$ cat src/rtl/logic_unit_arbiter.sv
// logic_unit_arbiter
//   Shares one registered bitwise logic unit between N requesters.
//   Round-robin arbitration picks a requester in IDLE, its operands are
//   captured on that edge, the result is computed in EXEC, and it is held
//   in RESP until the consumer takes it. The requester that was just served
//   gets the lowest priority in the next arbitration.
//
// Parameters
//   N  number of requesters (2..8)
//   W  operand/result width
//
// Ports
//   clk        rising-edge clock
//   rst_n      asynchronous active-low reset
//   req        per-requester operation pending
//   op_a/op_b  operands, requester i at [i*W +: W]
//   opcode     opcodes, requester i at [i*3 +: 3]
//                0 AND, 1 OR, 2 NAND, 3 NOR, 4 XNOR, 5 XOR, 6 NOT(a), 7 illegal
//   gnt        one-hot single-cycle pulse: operands of that requester captured
//   res_valid  result available
//   res_data   result value
//   res_id     index of the requester that owns the result
//   res_err    opcode was illegal
//   res_ready  consumer accepts the result
module logic_unit_arbiter #(
    parameter int N = 4,
    parameter int W = 8
) (
    input  logic           clk,
    input  logic           rst_n,
    input  logic [N-1:0]   req,
    input  logic [N*W-1:0] op_a,
    input  logic [N*W-1:0] op_b,
    input  logic [N*3-1:0] opcode,
    output logic [N-1:0]   gnt,
    output logic           res_valid,
    output logic [W-1:0]   res_data,
    output logic [2:0]     res_id,
    output logic           res_err,
    input  logic           res_ready
);

    typedef enum logic [1:0] {IDLE, EXEC, RESP} state_t;

    state_t         state;
    logic [2:0]     rr_ptr;

    logic           pick_vld;
    logic [2:0]     pick_idx;
    logic [N-1:0]   pick_onehot;
    logic [W-1:0]   pick_a;
    logic [W-1:0]   pick_b;
    logic [2:0]     pick_op;

    logic [W-1:0]   a_p0;
    logic [W-1:0]   b_p0;
    logic [2:0]     op_p0;
    logic [2:0]     idx_p0;

    logic [W:0]     eval_p0;

    // Returns {found, index} of the first set request at or after ptr,
    // wrapping modulo N. The loop runs from the farthest distance down so
    // the last hit (the closest one) is what remains.
    function automatic logic [3:0] rr_pick(input logic [N-1:0] r, input logic [2:0] ptr);
        logic [3:0]   sel;
        logic [N-1:0] rs;
        int           j;
        sel = '0;
        for (int k = N - 1; k >= 0; k--) begin
            j = int'(ptr) + k;
            if (j >= N) j = j - N;
            rs = r >> j;
            if (rs[0]) sel = {1'b1, 3'(j)};
        end
        return sel;
    endfunction

    // Returns {err, data} for one bitwise operation.
    function automatic logic [W:0] lu_eval(input logic [W-1:0] a, input logic [W-1:0] b,
                                           input logic [2:0] op);
        logic [W:0] r;
        case (op)
            3'd0:    r = {1'b0, a & b};
            3'd1:    r = {1'b0, a | b};
            3'd2:    r = {1'b0, ~(a & b)};
            3'd3:    r = {1'b0, ~(a | b)};
            3'd4:    r = {1'b0, ~(a ^ b)};
            3'd5:    r = {1'b0, a ^ b};
            3'd6:    r = {1'b0, ~a};
            default: r = {1'b1, {W{1'b0}}};
        endcase
        return r;
    endfunction

    // Arbitration and operand selection
    always_comb begin
        logic [3:0]     sel;
        logic [N*W-1:0] a_sh;
        logic [N*W-1:0] b_sh;
        logic [N*3-1:0] o_sh;
        sel         = rr_pick(req, rr_ptr);
        pick_vld    = sel[3];
        pick_idx    = sel[2:0];
        pick_onehot = {{(N-1){1'b0}}, 1'b1} << pick_idx;
        a_sh        = op_a >> (int'(pick_idx) * W);
        b_sh        = op_b >> (int'(pick_idx) * W);
        o_sh        = opcode >> (int'(pick_idx) * 3);
        pick_a      = a_sh[W-1:0];
        pick_b      = b_sh[W-1:0];
        pick_op     = o_sh[2:0];
    end

    // Stage p0: operands captured at the accepting edge
    always_ff @(posedge clk) begin
        if (state == IDLE && pick_vld) begin
            a_p0   <= pick_a;
            b_p0   <= pick_b;
            op_p0  <= pick_op;
            idx_p0 <= pick_idx;
        end
    end

    assign eval_p0 = lu_eval(a_p0, b_p0, op_p0);

    // Stage p1: control FSM and registered result
    always_ff @(posedge clk or negedge rst_n) begin
        if (!rst_n) begin
            state     <= IDLE;
            rr_ptr    <= '0;
            gnt       <= '0;
            res_valid <= 1'b0;
            res_data  <= '0;
            res_id    <= '0;
            res_err   <= 1'b0;
        end else begin
            case (state)
                IDLE: begin
                    gnt <= '0;
                    if (pick_vld) begin
                        gnt   <= pick_onehot;
                        state <= EXEC;
                    end
                end
                EXEC: begin
                    gnt       <= '0;
                    res_err   <= eval_p0[W];
                    res_data  <= eval_p0[W-1:0];
                    res_id    <= idx_p0;
                    res_valid <= 1'b1;
                    state     <= RESP;
                end
                RESP: begin
                    if (res_ready) begin
                        res_valid <= 1'b0;
                        // Served requester drops to lowest priority.
                        rr_ptr    <= (idx_p0 == 3'(N - 1)) ? 3'd0 : idx_p0 + 3'd1;
                        state     <= IDLE;
                    end
                end
                default: begin
                    gnt       <= '0;
                    res_valid <= 1'b0;
                    state     <= IDLE;
                end
            endcase
        end
    end

endmodule

$ cat config.mk
export PLATFORM = sky130hd
export DESIGN_NAME = logic_unit_arbiter
export DESIGN_NICKNAME = d
export VERILOG_FILES = /design/src/rtl/logic_unit_arbiter.sv
export SDC_FILE = /design/constraint.sdc
export NUM_CORES = 1
export LEC_CHECK = 0
export ABC_AREA = 1
export CORE_MARGIN = 5
export CORE_UTILIZATION = 25
export CTS_CLUSTER_SIZE = 25
export DETAILED_ROUTE_END_ITERATION = 16
export GPL_TIMING_DRIVEN = 0
export SLEW_MARGIN = 25
export SYNTH_ARGS = -nofsm -noshare
export SYNTH_HDL_FRONTEND = slang
export SYNTH_SLANG_ARGS = --single-unit
$ cat constraint.sdc
create_clock -name clk -period 2.8 [get_ports clk]
set_input_delay 0.56 -clock clk [delete_from_list [all_inputs] [get_ports clk]]
set_output_delay 0.56 -clock clk [all_outputs]
set_load 0.01 [all_outputs]
==> results of run 1 <==
-- report_power, final --
group	internal, uW	switching, uW
Combinational	1710	2730
Sequential	1220	212
Clock	383	224
-- cells in the mapped netlist (all sizes together) --
master | count | share of area
a21oi | 11 | 0.019
a22oi | 7 | 0.015
buf | 21 | 0.051
clkbuf | 2 | 0.0021
conb | 1 | 0.0011
dfrtp | 22 | 0.16
edfxtp | 22 | 0.19
ha | 23 | 0.081
inv | 44 | 0.048
nand2 | 195 | 0.21
nand3 | 90 | 0.16
nand3b | 1 | 0.0021
nor2 | 10 | 0.011
nor3 | 1 | 0.0014
o2111ai | 8 | 0.020
o21ai | 9 | 0.015
o221ai | 1 | 0.0025
o22ai | 7 | 0.012
o31ai | 1 | 0.0021
-- final cells by class --
class | count | area [um2] | area share
multi-input cells | 365 | 1970 | 0.401
plain buffers | 23 | 186 | 0.0380
clock buffers | 7 | 154 | 0.0313
clock inverters | 1 | 5.00 | 0.00102
repair buffers | 99 | 986 | 0.201
well taps | 180 | 225 | 0.0458
inverters | 44 | 174 | 0.0354
flip-flops and latches | 44 | 1210 | 0.247
-- state kept, by name (all words and copies together) (netlist names), 2 cells and up --
register  cells
state         2
op_p0         3
rr_ptr        3
b_p0          8
gnt           4
a_p0          8
res_id        3
res_data      8
idx_p0        3
-- worst max-delay path by stage --
stage               startpoint  endpoint  slack, ps  cells past startpoint
floorplan            rr_ptr[1]   a_p0[0]        520                      9
global placement        req[2]  op_p0[1]         20                      9
detailed placement      req[2]    gnt[0]         -3                     11
CTS                  rr_ptr[1]    gnt[0]         80                     11
global route         rr_ptr[1]    gnt[0]         20                     10
finish               rr_ptr[1]    gnt[0]        230                     10
-- worst max-delay path, delay by kind of cell, from the launching register on --
| family | cells | cell delay, ps |
|---|---|---|
| AOI/OAI and AO/OA | 1 | 140 |
| DFF | 1 | 500 |
| buffers and inverters | 2 | 620 |
| and+or+nand+nor | 6 | 810 |
| adders and majority gates | 1 | 390 |
-- metrics by stage --
step | cells | power [uW] | util | worst slack [ps]
finish | 763 | 6480 | 0.354 | 227
global route | 763 | 7170 | 0.354 | 23.6
CTS | 763 | 6540 | 0.354 | 79.0
detailed placement | 755 | 5910 | 0.343 | -3.12
global placement | 755 | 5800 | 0.343 | 24.0
floorplan | 476 | 4660 | - | 520
-- metal layers --
| metal | GRT usage | routed length, um |
|---|---|---|
| met5 | 0 | 0 |
| met4 | 0.0420 | 200 |
| met3 | 0.0183 | 432 |
| met2 | 0.195 | 4690 |
| met1 | 0.165 | 4660 |
-- cell families after synthesis --
group / Yosys count / share of synthesized area
flops: 44 / 0.342
other cells: 1 / 0.00106
compound gates: 44 / 0.0852
simple gates: 297 / 0.389
fa+ha+maj: 23 / 0.0813
buf+inv: 67 / 0.101
==> flow_summary.ini, run 1 <==
[worst_setup_path]
worstRegToRegCells = 10
arrival_ps = 2740
cp_slowest_cell = sky130_fd_sc_hd__dfrtp_1
worstReg2RegStart = rr_ptr[1]
crit_path_max_incr_delay_ps = 500
critPathRequiredTime_ps = 2970
cp_cell_sequence = inv_1 -> ha_1 -> nor2_1 -> nand2_1 -> nand3_4 -> o2111ai_1 -> nand2_1 -> clkinvlp_4 -> nand3_1 -> nand2_1
cp-start-kind = flip-flop
worst-setup-path-type = reg -> reg
capture_point_of_the_worst_reg_to_reg_path = gnt[0]
reg2reg_setup_slack_ps = 230
worst_setup_path_end_kind = flip-flop
worst_path_most_repeated_cell = sky130_fd_sc_hd__nand2_1
path_max_fanout = 23

[layout]
antenna_cells_inserted = 0
final_area_um2 = 4910
area_delta_synth_final_pct = 38.8
filler_cell_count = 1469
number_of_nets_in_the_finished_design = 688
layout_common_cells = sky130_fd_sc_hd__nand2_1, sky130_fd_sc_hd__clkdlybuf4s50_1, sky130_fd_sc_hd__nand3_1
final_layout_size_suffix_gt1_frac = 0.120
mostFrequentLayoutCell = sky130_fd_sc_hd__nand2_1

[synthesis]
synthesis.nets = 582
ys_seq_area_frac = 0.342
synth_cells = 476
ys_warn_count = 0
post_synth_instance_area_um2 = 3540
syn_avg_cell_area_um2 = 7.43
ys_seq_elements = 44
synth_cell_type_count = 31

[routing]
final_antenna_net_count = 0
drcViolationCount = 0
drt_pass1_iterations = 4
detail_route.vias_per_cell = 4.45
detailedRoute.firstIterationViolations = 130
total_wirelength_um = 9980
drt-wirelength-per-cell_um = 13.1
route.vias.total = 3398

[placed_design]
place.gp.congestion = 0.815
postPlaceCellArea_um2 = 4750
io_buffers = 99
detailedPlacementHpwl_um = 8380

[timing]
grt_setup_unrepaired = no
max_clock_freq_mhz = 389
setup_viol_count_final = 0
fin_setup_tns_ps = 0
layout_min_cycle_time_ps = 2570
min_period_over_period = 0.919
clock_skew_ps = 6.42
hold_slack_ps = 231
finalHoldViolations = 0
maxSlewViolCount = 0

[floorplanning]
rows = 43
initial_core_util = 0.255
placeableCoreArea_um2 = 13900
die_area_um2 = 16600
die_width_um = 129
io_pins = 100
die_height_um = 129

[global_routing]
grt_overflow_total = 0
global_route_wire_length_before_repair_um = 16500
grtUsageTotal = 0.121
maximum_number_of_pins_on_one_net_before_global_route_repair = 24
number_of_global_route_vias_before_repair = 3436
grt_antenna_before_repair = 0

[pwr]
vdd_ir_drop_max_v = 0.000460
leakagePower_uw = 0.00239
powerDensity_nw_per_um2 = 1320

[clock_network]
numClockSinks = 44
post_cts_resize_count = 0
worst_setup_hold_path_clk_slew_ps = 60
clock_path_buffers = 2
clock_latency_ps = 280
num_cts_buffers = 5
h-tree-depth = 2
cts.repair_timing.setup_buffer_count = 0
cts_tree = yes
clk_root_buffer_cell = sky130_fd_sc_hd__clkbuf_16
cts_hold_repair.buffers = 0

[job]
drv_cap = 0

[worst_hold_path]
min_path_type = in -> async

[outcome]
status = finished clean
No activity file was read; power rests on OpenSTA's default activity.
==> run 2, diff against run 1 <==
--- a/config.mk
+++ b/config.mk
@@ -7,10 +7,11 @@
 export LEC_CHECK = 0
 export ABC_AREA = 1
 export CORE_MARGIN = 5
-export CORE_UTILIZATION = 25
+export CORE_UTILIZATION = 49
 export CTS_CLUSTER_SIZE = 25
 export DETAILED_ROUTE_END_ITERATION = 16
 export GPL_TIMING_DRIVEN = 0
+export PLACE_DENSITY = 0.82
 export SLEW_MARGIN = 25
 export SYNTH_ARGS = -nofsm -noshare
 export SYNTH_HDL_FRONTEND = slang
==> run 2 against run 1 <==
  * Wire length decreased by 7.2%
  * Flip-flop and latch count unchanged
  * Die area fell by 46%
  * Worst setup slack is essentially flat
  * Sequential share of layout area up 0.88 points
  * Via count increased by 3.8%
  * Fmax is essentially flat
  * Worst hold slack got worse by 22 ps
  * Power decreased by 2.7%
==> flow_summary.ini, run 2 (same netlist as run 1, synthesis figures left out) <==
[global_routing]
global_route_wire_length_before_repair_um = 15300
grt_overflow_total = 0
grt_antenna_before_repair = 0
grtUsageTotal = 0.210
maximum_number_of_pins_on_one_net_before_global_route_repair = 24
number_of_global_route_vias_before_repair = 3416

[clock_network]
num_cts_buffers = 5
h-tree-depth = 2
worst_setup_hold_path_clk_slew_ps = 90
cts.repair_timing.setup_buffer_count = 0
numClockSinks = 44
clock_path_buffers = 2
clock_latency_ps = 290
clk_root_buffer_cell = sky130_fd_sc_hd__clkbuf_8
cts_tree = yes

[placed_design]
postPlaceCellArea_um2 = 4650
detailedPlacementHpwl_um = 7370
place.gp.congestion = 1.01
io_buffers = 99
place_worst_setup_slack_ps = 21.3

[layout]
layout_common_cells = sky130_fd_sc_hd__nand2_1, sky130_fd_sc_hd__clkdlybuf4s50_1, sky130_fd_sc_hd__nand3_1
antenna_cells_inserted = 0
number_of_nets_in_the_finished_design = 688
mostFrequentLayoutCell = sky130_fd_sc_hd__nand2_1
filler_cell_count = 629
biggestRegsByFlops = a_p0 (8), b_p0 (8), res_data (8)
final_layout_size_suffix_gt1_frac = 0.122
final_util = 0.665
area_delta_synth_final_pct = 34.1
register_area_um2 = 1210
multiInputGateArea_um2 = 1970
final_area_um2 = 4740

[routing]
detail_route.vias_per_cell = 5.17
detailedRoute.firstIterationViolations = 199
final_antenna_net_count = 0
drt-wirelength-per-cell_um = 13.6
total_wirelength_um = 9260
route.vias.total = 3527
drcViolationCount = 0
drt_pass1_iterations = 5

[worst_setup_path]
cp_slowest_cell = sky130_fd_sc_hd__dfrtp_1
critPathRequiredTime_ps = 2690
capture_point_of_the_worst_reg_to_reg_path = a_p0[6]
worst_path_most_repeated_cell = sky130_fd_sc_hd__nand2_1
worst-setup-path-type = reg -> reg
worstReg2RegStart = rr_ptr[1]
path_max_fanout = 23
cp_cell_sequence = inv_1 -> ha_1 -> nor2_1 -> nand2_1 -> nand3_4 -> o2111ai_1 -> nand2_1 -> clkinvlp_4
worst_setup_path_end_kind = flip-flop
reg2reg_setup_slack_ps = 230
arrival_ps = 2470
crit_buf_inv = 2
worstRegToRegCells = 8
cp_num_cells = 8
crit_path_max_incr_delay_ps = 510
cp-start-kind = flip-flop
largest_delay_share_family_worst_path = buffers and inverters

[timing]
clock_skew_ps = 12.9
layout_min_cycle_time_ps = 2570
grt_setup_unrepaired = no
fin_setup_tns_ps = 0
max_clock_freq_mhz = 389
finalHoldViolations = 0
setup_viol_count_final = 0
min_period_over_period = 0.919
layout_setup_ws_ps = 227
maxSlewViolCount = 0

[job]
drv_cap = 0

[floorplanning]
die_width_um = 95.0
die_area_um2 = 9020
io_pins = 100
placeableCoreArea_um2 = 7140
die_height_um = 95.0
initial_core_util = 0.496
rows = 31

[worst_hold_path]
min_path_type = in -> async

[pwr]
vdd_ir_drop_max_v = 0.000859
powerDensity_nw_per_um2 = 1330
leakagePower_uw = 0.00236

[outcome]
status = finished clean
-- run 2: cell types whose count changed in the layout (fill, tap and decap cells not counted) --
cell and change:
sky130_fd_sc_hd__clkinv_2 -1, sky130_fd_sc_hd__clkbuf_16 -6, sky130_fd_sc_hd__clkbuf_8 +5, sky130_fd_sc_hd__clkbuf_1 -1, sky130_fd_sc_hd__clkinv_4 +1, sky130_fd_sc_hd__inv_4 +1, sky130_fd_sc_hd__clkinvlp_4 +1
-- run 2: worst register-to-register path: stages (launching register included) --
cell and delay, ps:
sky130_fd_sc_hd__dfrtp_1 510, sky130_fd_sc_hd__inv_1 210, sky130_fd_sc_hd__ha_1 390, sky130_fd_sc_hd__nor2_1 120, sky130_fd_sc_hd__nand2_1 90, sky130_fd_sc_hd__nand3_4 110
sky130_fd_sc_hd__o2111ai_1 130, sky130_fd_sc_hd__nand2_1 170, sky130_fd_sc_hd__clkinvlp_4 430
-- run 2: metrics by stage --
step	cells	hold WS, ps	total power (uW)
final	682	209	6310
after global routing	682	234	6970
after global placement	674	453	5710
after CTS	682	485	6290
after floorplan	476	264	4660
after detailed placement	674	463	5860
-- run 2: per-layer routing --
metal  wire [um]  track usage
met5           0            0
met4         137       0.0589
met3         633       0.0311
met2        4610        0.363
met1        3880        0.273
-- run 2: worst max path at each step --
stage / startpoint / to / slack (ps)
2_1_floorplan: rr_ptr[1] / a_p0[0] / 520
3_3_place_gp: req[2] / op_p0[1] / 50
3_5_place_dp: req[2] / op_p0[2] / 20
4_1_cts: rr_ptr[1] / a_p0[6] / 80
5_1_grt: rr_ptr[1] / a_p0[2] / 30
6_report: rr_ptr[1] / a_p0[6] / 230
-- run 2: timing repair --
item	in CTS	in global routing
resized for setup	0	1
setup endpoints to repair	0	23
hold buffers	0	0
-- run 2: layout make-up --
| type | count | share of cell area |
|---|---|---|
| timing repair buffer | 99 | 0.208 |
| clock inverter | 3 | 0.00475 |
| inverter | 44 | 0.0367 |
| clock buffer | 5 | 0.0145 |
| buffer | 23 | 0.0393 |
| tap | 99 | 0.0261 |
| multi-input combinational | 365 | 0.415 |
| sequential | 44 | 0.255 |
-- run 2: where the power goes --
part           switching, uW  internal [uW]  leakage [uW]  total, uW
clock network            221            177     0.0000447        398
registers                212           1220      0.000492       1430
logic                   2760           1720       0.00182       4480
